==> config.mk <==
export PLATFORM = sky130hd
export DESIGN_NAME = cra_sequencer
export DESIGN_NICKNAME = d
export VERILOG_FILES = /design/src/rtl/cra_sequencer.sv
export SDC_FILE = /design/constraint.sdc
export NUM_CORES = 1
export LEC_CHECK = 0
export BUFFER_PORTS_ARGS = -buffer_cell sky130_fd_sc_hd__buf_2
export CAP_MARGIN = 20
export CORE_ASPECT_RATIO = 1.2
export CORE_MARGIN = 2
export CORE_UTILIZATION = 62
export CTS_BUF_LIST = sky130_fd_sc_hd__clkbuf_16
export CTS_CLUSTER_DIAMETER = 100
export DETAILED_ROUTE_END_ITERATION = 10
export GPL_TIMING_DRIVEN = 1
export MAX_ROUTING_LAYER = met4
export PLACE_DENSITY = 0.87
export SYNTH_ARGS = -nofsm -noshare
export SYNTH_HDL_FRONTEND = slang
export SYNTH_SLANG_ARGS = --single-unit
==> constraint.sdc <==
create_clock -name clk -period 13.85 [get_ports clk]
set_clock_uncertainty 0.2 [all_clocks]
set_input_delay 2.77 -clock clk [delete_from_list [all_inputs] [get_ports clk]]
set_output_delay 2.77 -clock clk [all_outputs]
set_load 0.01 [all_outputs]
==> src/rtl/cra_sequencer.sv <==
// cra_sequencer: microcode next-address sequencer with return stack and FETCH/EXEC handshake.
// Define CRA_STACK_CHECK_EN to saturate the stack on overflow/underflow and flag sticky STK_ERR.
module cra_sequencer #(
   parameter int STACK_DEPTH = 16
) (
   input  logic        clk,
   input  logic        RESET,
   input  logic        START,
   input  logic [11:0] START_ADR,
   input  logic        HALT,
   input  logic        MB_WAIT,
   input  logic [11:0] J,
   input  logic        CALL,
   input  logic [1:0]  DISP_MODE,
   input  logic [3:0]  DISP_DATA,
   input  logic        SKIP_EN,
   input  logic        SKIP_COND,
   output logic [11:0] CRADR,
   output logic        UINST_VALID,
   output logic        RUNNING,
   output logic [6:0]  STK_DEPTH,
   output logic        STK_ERR
);
   localparam int AW = $clog2(STACK_DEPTH);
   localparam int PW = AW + 1;

   localparam logic [1:0] S_IDLE  = 2'd0;
   localparam logic [1:0] S_FETCH = 2'd1;
   localparam logic [1:0] S_EXEC  = 2'd2;

   localparam logic [1:0] DM_OR  = 2'd1;
   localparam logic [1:0] DM_RET = 2'd2;

   logic [1:0]    state, state_nxt;
   logic [PW-1:0] sp, sp_mid, sp_nxt;
   logic [11:0]   stk [STACK_DEPTH];
   logic [11:0]   pop_val, nxt_adr;
   logic [AW-1:0] push_idx;
   logic          push_we, ret, adv;
`ifdef CRA_STACK_CHECK_EN
   logic          err_set;
`endif

   assign ret       = (DISP_MODE == DM_RET);
   assign adv       = (state == S_EXEC) && !MB_WAIT && !START;
   assign STK_DEPTH = 7'(sp);

   always_comb begin
      state_nxt = state;
      if (START)
         state_nxt = S_FETCH;
      else begin
         case (state)
            S_IDLE:  state_nxt = S_IDLE;
            S_FETCH: state_nxt = S_EXEC;
            S_EXEC:  if (!MB_WAIT) state_nxt = HALT ? S_IDLE : S_FETCH;
            default: state_nxt = S_IDLE;
         endcase
      end
   end

   // A call+return word pops first, then pushes into the slot just vacated.
   always_comb begin
      sp_mid   = sp;
      pop_val  = '0;
      push_we  = 1'b0;
      push_idx = sp[AW-1:0];
`ifdef CRA_STACK_CHECK_EN
      err_set = 1'b0;
      if (ret) begin
         if (sp == '0)
            err_set = 1'b1;
         else begin
            sp_mid  = sp - PW'(1);
            pop_val = stk[sp_mid[AW-1:0]];
         end
      end
      sp_nxt = sp_mid;
      if (CALL) begin
         if (sp_mid == PW'(STACK_DEPTH))
            err_set = 1'b1;
         else begin
            push_we  = 1'b1;
            push_idx = sp_mid[AW-1:0];
            sp_nxt   = sp_mid + PW'(1);
         end
      end
`else
      if (ret) begin
         sp_mid  = {1'b0, sp[AW-1:0] - AW'(1)};
         pop_val = stk[sp_mid[AW-1:0]];
      end
      sp_nxt = sp_mid;
      if (CALL) begin
         push_we  = 1'b1;
         push_idx = sp_mid[AW-1:0];
         sp_nxt   = {1'b0, sp_mid[AW-1:0] + AW'(1)};
      end
`endif
   end

   always_comb begin
      if (ret)
         nxt_adr = pop_val | {8'b0, DISP_DATA};
      else begin
         nxt_adr    = (DISP_MODE == DM_OR) ? (J | {8'b0, DISP_DATA}) : J;
         nxt_adr[0] = nxt_adr[0] | (SKIP_EN & SKIP_COND);
      end
   end

   always_ff @(posedge clk or posedge RESET) begin
      if (RESET) begin
         state       <= S_IDLE;
         CRADR       <= '0;
         sp          <= '0;
         UINST_VALID <= 1'b0;
         RUNNING     <= 1'b0;
         for (int i = 0; i < STACK_DEPTH; i++) stk[i] <= '0;
      end else begin
         state       <= state_nxt;
         UINST_VALID <= (state_nxt == S_EXEC);
         RUNNING     <= (state_nxt != S_IDLE);
         if (START) begin
            CRADR <= START_ADR;
            sp    <= '0;
         end else if (adv) begin
            CRADR <= nxt_adr;
            sp    <= sp_nxt;
            if (push_we) stk[push_idx] <= CRADR;
         end
      end
   end

`ifdef CRA_STACK_CHECK_EN
   always_ff @(posedge clk or posedge RESET) begin
      if (RESET)
         STK_ERR <= 1'b0;
      else if (adv && err_set)
         STK_ERR <= 1'b1;
   end
`else
   assign STK_ERR = 1'b0;
`endif

endmodule

==> key figures <==
Die
  – Die width: 121 µm
  – Number of I/O pins: 60
  – Die Ht: 144 µm
  – Starting Density: 0.631
  – Std cell rows: 51
  – Die area: 17500 µm²
  – Total core area: 16100 µm²

Place
  – Dpl ws: 7.69 ns
  – Placed cell area: 10500 µm²
  – Final GP Congestion: 0.884
  – # port buffers: 55
  – Post-DP HPWL: 15200 µm

Timing
  – Setup TNS: 0 ns
  – Slew Limit Fails: 0
  – Worst-Margin Slew: 1.02 ns
  – Final period utilization: 0.406
  – Final setup viols: 0
  – Rel. slew slack: 0.315
  – Final critical-path required period: 5.62 ns
  – Final hold viol count: 0
  – Unrepaired setup endpoints after global routing: false
  – Worst Slack Setup Final: 8.23 ns
  – Peak Freq: 178 MHz

Routing
  – Final wirelength: 23700 µm
  – Vias per cell: 6.67
  – Via count: 6540
  – WL/cell: 24.2 µm
  – Final ANT Viol Nets: 0
  – Drt pass-1 iters: 5
  – Detailed Route Iter0 Violations: 742
  – DRC errors left: 0

Yosys
  – Post-synthesis async set-or-reset flop share: 1.00
  – Top cell type's share of synthesized area: 0.521
  – Yosys cell types: 55
  – Largest area contributor in the netlist: dfrtp_1
  – Predominant post-synthesis flop cell: dfrtp_1
  – Synth Cell Area: 10200 µm²
  – Synth Instances: 723
  – Synth warnings: 0
  – Count leader, synth: dfrtp_1
  – Most frequent cells after synthesis: 212 x dfrtp_1, 182 x mux2_2, 48 x mux4_2, 35 x nand2_1, 27 x clkbuf_1
  – EDFF count, synth: 0
  – Register area share after synthesis: 0.521
  – Synth area leaders: dfrtp_1 52%, mux2_2 20%, mux4_2 11%
  – Register bit count reported by yosys: 212
  – Avg Inst Size Synth: 14.1 µm²

Critical path
  – Worst Path Buf+Inv: 1
  – Peak fanout along the critical path: 23
  – Most frequent CP cell: nor2_1
  – Worst Path Arrival: 5.79 ns
  – Critical path startpoint category: input port
  – Critical Path, Cell by Cell: buf_2 > nand2b_1 > nor2_1 > and3_1 > nand2_1 > nor2_1 > mux2_2
  – CP peak stage delay: 0.80 ns
  – Worst EP required: 14.02 ns
  – Setup Crit Path Kind: input port to flop
  – CP Capture Type: flop
  – Slowest cell on the critical path: nor2_1
  – Reg2reg setup slack: 9.90 ns
  – Cell family with most CP delay: simple AND/OR/NAND/NOR gates

Clocking
  – Post-CTS Setup Bufs: 0
  – Max clock buf depth: 3
  – Total CTS buffers: 20
  – Clock Root Buffer: clkbuf_16
  – Worst skew pair latency: 0.49 ns
  – TritonCTS clock tree: done
  – Reg clk slew, reported paths: 0.06 ns
  – CTS Hold Buffers Added: 0
  – CTS resizes: 0
  – H-tree levels: 1
  – Clk sink count: 212

GRT
  – Vias in the first global route: 6688
  – Global-route wire length before repair: 36800 µm
  – Antenna violations before repair: 0
  – Overflow after GRT: 0
  – Largest net degree at the start of global routing: 128
  – GRT Total Usage: 0.281

Status
  – Status: finished, final reports clean

Cells and area
  – Final Util: 0.692
  – Area grow syn2layout: 9.75%
  – Cell area after layout: 11200 µm²
  – Filler cell count: 1007
  – ANT cells: 0
  – Nets: 797
  – Share of cells above drive strength 1: 0.453

Pwr
  – Pwr Total: 1.24 mW
  – VDD IR-drop max: 0.0766 mV
  – Power per cell area: 111 nW/µm²
  – Leak: 5.35 nW

Flow run
  – Maxcap violations: 0

Worst hold path
  – Worst min path class: flop to flop
## per-stage QoR
step,hold WS [ns],std cells
after global routing,0.315,980
after detailed placement,0.291,940
after global placement,0.282,940
final,0.303,980
after floorplan,0.274,726
after CTS,0.304,975
## worst register-to-register path: stages, from the launching register on
cell and delay (ns):
dfrtp_4 0.40, buf_4 0.46, inv_1 0.22, ha_2 0.28
or2_2 0.30, a21oi_1 0.16, nor2_1 0.07, o21ai_0 0.40
nand3_1 0.78, mux2_2 0.56
## final cells by class
cell class                 instances  area, µm²  area share
sequential                       212       5310       0.475
tap                              212        265      0.0237
clock inverter                    14       82.6     0.00739
timing repair buffer              66        398      0.0356
multi-input combinational        446       4550       0.407
inverter                           9       41.3     0.00370
clock buffer                      21        526      0.0470
## power breakdown
| part | leakage, nW | internal [mW] | total, mW | switching, mW |
|---|---|---|---|---|
| registers | 2.93 | 0.630 | 0.656 | 0.0253 |
| logic | 2.10 | 0.0292 | 0.0728 | 0.0436 |
| clock network | 0.318 | 0.291 | 0.515 | 0.224 |
## sequential cells by signal, indices dropped and copies added, names as in the netlist
name and count:
RUNNING 1, UINST_VALID 1, sp 4, stk 192, state 2, CRADR 12
## cell usage in the layout (no fill, tap or decap), types with 5 or more instances in the layout
cell type,instances
a21oi_1,26
a22oi_1,8
and3_1,8
buf_2,55
buf_4,7
clkbuf_16,21
clkinv_1,5
dfrtp_1,211
inv_1,15
mux2_2,182
mux2_4,10
mux4_2,48
nand2_1,35
nand2b_1,11
nor2_1,21
nor3_1,6
o21ai_0,14
o221ai_1,8
## path summary, 6_finish.rpt
check	from	endpoint	cells past startpoint
min	stk[130]$_DFFE_PP0P_	stk[130]$_DFFE_PP0P_	1
min in group asynchronous	RESET	stk[45]$_DFFE_PP0P_	2
max in group asynchronous	RESET	sp[0]$_DFFE_PP0P_	4
max	MB_WAIT	stk[11]$_DFFE_PP0P_	7
max reg2reg	sp[0]$_DFFE_PP0P_	stk[59]$_DFFE_PP0P_	9
min reg2reg	stk[130]$_DFFE_PP0P_	stk[130]$_DFFE_PP0P_	1
## cell families (layout without fill, tap and decap cells)
| logic type | count (synthesis) | in the layout | share of synthesized area |
|---|---|---|---|
| simple gates | 108 | 108 | 0.0557 |
| flops | 212 | 212 | 0.521 |
| mux | 243 | 243 | 0.325 |
| fa+ha+maj | 4 | 4 | 0.00492 |
| compound gates | 82 | 82 | 0.0546 |
| other cells | 1 | 4 | 0.000368 |
| xor+xnor | 5 | 5 | 0.00504 |
| buf+inv | 68 | 110 | 0.0332 |
## metal layers
layer  GRT usage  share of wire  vias up
li1            -              -     2725
met1       0.360           0.38     3384
met2       0.447           0.51      348
met3      0.0438          0.071       83
met4       0.124          0.044        0
met5           -              0        -
Power figures use the tool's default switching activity.
